`src/rtl/admo_lsu.sv`:
```
// admo_lsu: load/store unit for the admo RV32I core.
// Takes one memory op from execute, runs a single req/gnt/rvalid bus
// transaction, and returns lane-steered, extended load data.
module admo_lsu (
  input  logic        clk_i,
  input  logic        rst_ni,
  input  logic        req_i,
  input  logic        we_i,
  input  logic [1:0]  size_i,
  input  logic        unsigned_i,
  input  logic [31:0] addr_i,
  input  logic [31:0] wdata_i,
  output logic        busy_o,
  output logic        valid_o,
  output logic [31:0] rdata_o,
  output logic        misaligned_o,
  output logic        data_req_o,
  input  logic        data_gnt_i,
  output logic        data_we_o,
  output logic [3:0]  data_be_o,
  output logic [31:0] data_addr_o,
  output logic [31:0] data_wdata_o,
  input  logic        data_rvalid_i,
  input  logic [31:0] data_rdata_i
);

  localparam int DATA_WIDTH = 32;

  typedef enum logic [1:0] {S_IDLE, S_REQ, S_WAIT} state_e;

  state_e                  state_q, state_d;
  logic                    req_q, req_d;
  logic                    valid_q, valid_d;
  logic                    mis_q, mis_d;
  logic                    we_q, we_d;
  logic                    uns_q, uns_d;
  logic [1:0]              size_q, size_d;
  logic [1:0]              off_q, off_d;
  logic [3:0]              be_q, be_d;
  logic [DATA_WIDTH-1:0]   addr_q, addr_d;
  logic [DATA_WIDTH-1:0]   wdata_q, wdata_d;
  logic [DATA_WIDTH-1:0]   rdata_q, rdata_d;

  logic                    misaligned;
  logic                    accept;
  logic [3:0]              be_calc;
  logic [DATA_WIDTH-1:0]   wdata_calc;
  logic [DATA_WIDTH-1:0]   ld_shift;
  logic [DATA_WIDTH-1:0]   ld_ext;

  // Alignment check, byte enables and store lane replication for the incoming op
  always_comb begin
    misaligned = ((size_i == 2'b01) & addr_i[0]) | (size_i[1] & (|addr_i[1:0]));
    accept     = (state_q == S_IDLE) & req_i & ~misaligned;
    case (size_i)
      2'b00: begin
        be_calc    = 4'b0001 << addr_i[1:0];
        wdata_calc = {4{wdata_i[7:0]}};
      end
      2'b01: begin
        be_calc    = 4'b0011 << addr_i[1:0];
        wdata_calc = {2{wdata_i[15:0]}};
      end
      default: begin
        be_calc    = 4'b1111;
        wdata_calc = wdata_i;
      end
    endcase
  end

  // Load path: bring the addressed lane down to bit 0, then extend
  always_comb begin
    ld_shift = data_rdata_i >> {off_q, 3'b000};
    case (size_q)
      2'b00:   ld_ext = uns_q ? {24'b0, ld_shift[7:0]}
                              : {{24{ld_shift[7]}}, ld_shift[7:0]};
      2'b01:   ld_ext = uns_q ? {16'b0, ld_shift[15:0]}
                              : {{16{ld_shift[15]}}, ld_shift[15:0]};
      default: ld_ext = ld_shift;
    endcase
  end

  // Next-state logic for the FSM and all registered outputs
  always_comb begin
    state_d = state_q;
    req_d   = req_q;
    valid_d = 1'b0;
    mis_d   = 1'b0;
    we_d    = we_q;
    uns_d   = uns_q;
    size_d  = size_q;
    off_d   = off_q;
    be_d    = be_q;
    addr_d  = addr_q;
    wdata_d = wdata_q;
    rdata_d = rdata_q;
    case (state_q)
      S_IDLE: begin
        if (req_i) begin
          if (misaligned) begin
            mis_d = 1'b1;
          end else begin
            state_d = S_REQ;
            req_d   = 1'b1;
            we_d    = we_i;
            uns_d   = unsigned_i;
            size_d  = size_i;
            off_d   = addr_i[1:0];
            be_d    = be_calc;
            addr_d  = {addr_i[31:2], 2'b00};
            wdata_d = wdata_calc;
          end
        end
      end
      S_REQ: begin
        // Bus outputs are held until the grant is seen
        if (data_gnt_i) begin
          state_d = S_WAIT;
          req_d   = 1'b0;
        end
      end
      S_WAIT: begin
        if (data_rvalid_i) begin
          state_d = S_IDLE;
          valid_d = 1'b1;
          if (!we_q) rdata_d = ld_ext;
        end
      end
      default: begin
        state_d = S_IDLE;
        req_d   = 1'b0;
      end
    endcase
  end

  // State and output registers; async reset drops the bus request immediately
  always_ff @(posedge clk_i or negedge rst_ni) begin
    if (!rst_ni) begin
      state_q <= S_IDLE;
      req_q   <= 1'b0;
      valid_q <= 1'b0;
      mis_q   <= 1'b0;
      we_q    <= 1'b0;
      uns_q   <= 1'b0;
      size_q  <= 2'b00;
      off_q   <= 2'b00;
      be_q    <= 4'b0000;
      addr_q  <= '0;
      wdata_q <= '0;
      rdata_q <= '0;
    end else begin
      state_q <= state_d;
      req_q   <= req_d;
      valid_q <= valid_d;
      mis_q   <= mis_d;
      we_q    <= we_d;
      uns_q   <= uns_d;
      size_q  <= size_d;
      off_q   <= off_d;
      be_q    <= be_d;
      addr_q  <= addr_d;
      wdata_q <= wdata_d;
      rdata_q <= rdata_d;
    end
  end

  assign busy_o       = accept | (state_q == S_REQ) | (state_q == S_WAIT);
  assign valid_o      = valid_q;
  assign rdata_o      = rdata_q;
  assign misaligned_o = mis_q;
  assign data_req_o   = req_q;
  assign data_we_o    = we_q;
  assign data_be_o    = be_q;
  assign data_addr_o  = addr_q;
  assign data_wdata_o = wdata_q;

endmodule

```
`config.mk`:
```
export PLATFORM = sky130hd
export DESIGN_NAME = admo_lsu
export DESIGN_NICKNAME = d
export VERILOG_FILES = /design/src/rtl/admo_lsu.sv
export SDC_FILE = /design/constraint.sdc
export NUM_CORES = 1
export LEC_CHECK = 0
export CORE_UTILIZATION = 47
export DETAILED_ROUTE_END_ITERATION = 8
export PLACE_DENSITY = 0.87
export SYNTH_ARGS = -nofsm -noshare
export SYNTH_HDL_FRONTEND = slang
export SYNTH_SLANG_ARGS = --single-unit
export TNS_END_PERCENT = 20
```
`constraint.sdc`:
```
create_clock -name clk_i -period 3.29 [get_ports clk_i]
set_input_delay 0.329 -clock clk_i [delete_from_list [all_inputs] [get_ports clk_i]]
set_output_delay 0.329 -clock clk_i [all_outputs]
set_load 0.01 [all_outputs]
```
Yosys cells after proc, flatten, opt, wreduce, memory -nomap -nowiden:

Index checks and enable logic that the tools add are counted.
W data, S select, Z words.

* bits in registers: 109
* bits of input ports: 105
* output and inout port bits: 105
* logic and storage cells: 60

* eq/ne operators: 8
* shifts and indexed selects: 3
* multiplexer cells: 19
* bitwise operators: 10
* reduce and logical (&&, ||, !) cells: 8

Operators by type and width (number)
* $pmux W32 S2: 2
* $mux W32: 2
* $shr A32 B5 Y32: 1
* $mux W1: 8
* $mux W2: 4
* $ne A2 B2 Y1 const B: 4
* $pmux W4 S2: 1
* $reduce_and A4 Y1: 2
* $eq A2 B1 Y1 const B: 3
* $logic_not A2 Y1: 3
* $pmux W2 S3: 1
* $reduce_and A3 Y1: 2
* $and A1 B1 Y1: 4
* $shl A1 B2 Y4 const A: 1
* $shl A2 B2 Y4 const A: 1
* $not A1 Y1: 3
* $or A1 B1 Y1: 3
* $pmux W1 S3: 1
* $eq A2 B2 Y1 const B: 1
* $reduce_or A2 Y1: 1

Longest topological paths before layout:

* word-level depth: 7
* depth in mapped cells: 7
* depth with buffers taken out: 4

Least setup slack after synthesis:

OpenSTA, ideal clock, no wires.

* path type: flip-flop to output port
* from: reg state_q[1]
* to: out busy_o
* arrival: 1.571 ns
* path slack: 1.390 ns
* cell stages (with the launch flop): 7
* path through: dfrtp_1 > or3b_1 > buf_2 > nand3b_4 > buf_2 > buf_2 > nand3_1

* word-level cells in the longest chain between the ends: 5
* elaborated cells on any way between the ends: 7

RTL lines
* start, declared: line 31 `state_e state_q, state_d;`
* start signal, assigned: line 152 `state_q <= state_d;`
* $logic_not A2 Y1: line 54 `accept = (state_q == S_IDLE) & req_i & ~misaligned;`
* $and A1 B1 Y1 (2 in series): line 54
* $or A1 B1 Y1: line 167 `assign busy_o = accept | (state_q == S_REQ) | (state_q == S_WAIT);`
* $or A1 B1 Y1 *: line 167
* end, declared: line 13 `output logic busy_o,`

Mark *: on every way between the ends. The rest lies on a longest branch, timed or not.

Worst setup path after layout:

Ends and elaborated chain as after synthesis.

==> results.md <==
- Setup Fix Bufs, Post-CTS: 0
- Detailed Route Iter0 Violations: 274
- Status: complete, no violations
- Placed Cells: 838
- Vias per cell: 5.49
- Hold-critical path depth: 3
- Actual slew at the worst max-slew pin: 745 ps
- #FFs+latches synth: 109
- CTS tree: built
- Fmax: 381 MHz
- GPL Wtd Cong: 0.896
- Routed len/inst: 18.0 um
- Grt ovf: 0
- Worst EP required: 2960 ps
- Non-filler cells in the finished layout: 854
- Drt pass-1 iters: 6
- Hold Path Class: input pin to register
- Remaining DRCs: 0
- Area Growth Syn to Fin: 45.8%
- Max-slew violations: 0
- Setup Crit Path Kind: register to primary output
- Core area: 0.0104 mm^2
- CTS buffer count: 9
- Die footprint: 0.0112 mm^2
- Most frequent cells after synthesis: nand2_1 (166), dfrtp_1 (109), mux2i_1 (34)
- Finished Core Util: 0.712
- CTS Root Cell: clkbuf_8
- Most frequent cell after synthesis: nand2_1
- Post-Syn Area: 0.00509 mm^2
- Slew margin rel.: 0.503
- Top post-synthesis cells by area: dfrtp_1 (54%), nand2_1 (12%), mux2i_1 (6.7%), o21ai_0 (2.4%), a21oi_1 (1.8%)
- Row count: 37
- Fillers: 751
- Number of synthesized flops with an enable pin: 0
- Yosys top cell by area: dfrtp_1
- Crit-path slowest cell: or3b_1
- VDD IR-drop max: 0.417 mV
- RSZ-0062 raised after global routing: no
- WHS: 477 ps
- Clk pin slew, worst setup/hold paths: 110 ps
- Share of layout cells above drive strength 1: 0.0613
- Worst Reg-to-Reg Cells: 6
- Crit path launch type: register
- Cells along the critical path: or3b_1, nand3b_4, nand3_1, clkdlybuf4s50_1
- Final hold vios: 0
- Hold endpoint: data_addr_o[29]$_DFFE_PN0P_
- Crit path max-delay family: simple AND/OR/NAND/NOR gates
- Synthesis warning total: 0
- Post-route clock period utilization: 0.797
- Final antenna-violating net count: 0
- Delay of the slowest cell on the worst path: 580 ps
- Sequential share of the synthesized area: 0.536
- Longest Clk Path Bufs: 2
- Post-Syn Area per Cell: 9.71 um^2
- Routed vias: 4690
- Async SR Flop Fraction: 1.00
- Sink Count: 109
- P_leak: 0.00328 uW
- Total GRT Usage: 0.280
- Syn Inst Count: 524
- Total Routed Length: 15.3 mm
- Critical Path Sink Type: primary output
- Number of port buffers: 207
- Clk_skew: 8.80 ps
- Number of diodes: 0
- Synth cell types: 43
- Top FF cell, synth: dfrtp_1
- Worst skew pair latency: 360 ps
- Worst reg2reg path startpoint: state_q[1]$_DFFE_PN0P_
- Power, Total: 5600 uW
- I/O Pins: 210
- Hold wc startpoint: addr_i[29]
- Die W: 106 um
- H-tree depth: 3
- Global-route wire length before repair: 24.4 mm
- Post-DP HPWL: 11.1 mm
- Worst reg-to-reg setup slack: 1110 ps
- Setup Viol. Count Final: 0
- Initial Util: 0.488
- Post-route minimum period: 2620 ps
- Pwr Density: 755 mW/mm^2
- Initial antenna violation count: 0
- Top cell type's share of synthesized area: 0.536
- Worst path arrival time: 2290 ps
- Reg-to-Reg End: data_addr_o[16]$_DFFE_PN0P_
- Crit path buf inv count: 1
- CP Max Fanout: 9
- Nets: 819
- Vias in the first global route: 4807
- MaxCap Viol Count: 0
- Die Y: 106 um
- TNS Setup: 0 ps
- Largest net degree at the start of global routing: 68
[registers in the layout, summed over array words and instances, names as in the netlist]
| name | cells |
|---|---|
| state_q | 2 |
| size_q | 2 |
| data_req_o | 1 |
| off_q | 2 |
| data_wdata_o | 32 |
| uns_q | 1 |
| misaligned_o | 1 |
| valid_o | 1 |
| rdata_o | 32 |
| data_we_o | 1 |
| data_addr_o | 30 |
| data_be_o | 4 |
[through the flow]
step                      instance area [um^2]  worst slack, ps
final                                     7420              668
after global routing                      7420              579
after CTS                                 7420              640
after detailed placement                  7240              738
after global placement                    7240              746
after floorplan                           5090             1390
[metal layers]
layer  vias to the layer above  GRT usage  part of all wire
met4                         0      0.102             0.023
met3                        30     0.0754             0.087
met2                       237      0.479              0.49
li1                       2178          -                 -
met1                      2245      0.340              0.40
met5                         -          0                 0
[layout make-up]
type,instances,area [um^2],area share
tap,136,170,0.0229
sequential,109,2730,0.368
clock inverter,5,38.8,0.00523
multi-input combinational,373,2140,0.289
clock buffer,10,128,0.0172
inverter,2,7.51,0.00101
timing repair buffer,219,2200,0.297
[repair_timing]
action                    CTS  global route
hold endpoints to repair   42             0
gates resized for setup     0             0
hold buffers                1             0
[cell families after synthesis]
kind of cell,after synthesis,share of synthesized area
flops,109,0.536
simple gates,235,0.205
buf+inv,43,0.0430
xor+xnor,1,0.00172
compound gates,99,0.140
other cells,1,0.000737
mux,36,0.0735
[placed cells by master (no fill, tap or decap), drive strengths merged, types with 2 or more instances in the layout]
master	instances
a211oi	7
a21o	2
a21oi	18
a221o	8
and2	9
buf	12
clkbuf	10
clkdlybuf4s50	206
clkinv	4
conb	2
dfrtp	109
inv	2
mux2i	34
nand2	166
nand2b	3
nand3b	10
nor2	22
nor2b	8
nor3	11
o211ai	4
o21ai	25
o221a	8
o2bb2ai	8
o311ai	8
o31ai	7
or2	2
[report_power, final]
| group | total, uW | switching [uW] | internal (uW) |
|---|---|---|---|
| registers | 2230 | 353 | 1880 |
| clock network | 729 | 455 | 275 |
| logic | 2640 | 1190 | 1450 |
[tightest hold or removal path, delay by kind of cell]
kind / cells / cell delay (ps)
buf+inv: 1 / 400
simple gates: 2 / 90
[worst max path at each step]
stage / from / to / cells after the start
2_1_floorplan: state_q[1]$_DFFE_PN0P_ / busy_o / 6
3_3_place_gp: req_i / busy_o / 5
3_5_place_dp: req_i / busy_o / 5
4_1_cts: state_q[1]$_DFFE_PN0P_ / busy_o / 4
5_1_grt: state_q[0]$_DFFE_PN0P_ / busy_o / 4
6_report: state_q[1]$_DFFE_PN0P_ / busy_o / 4
Power figures use the tool's default switching activity.
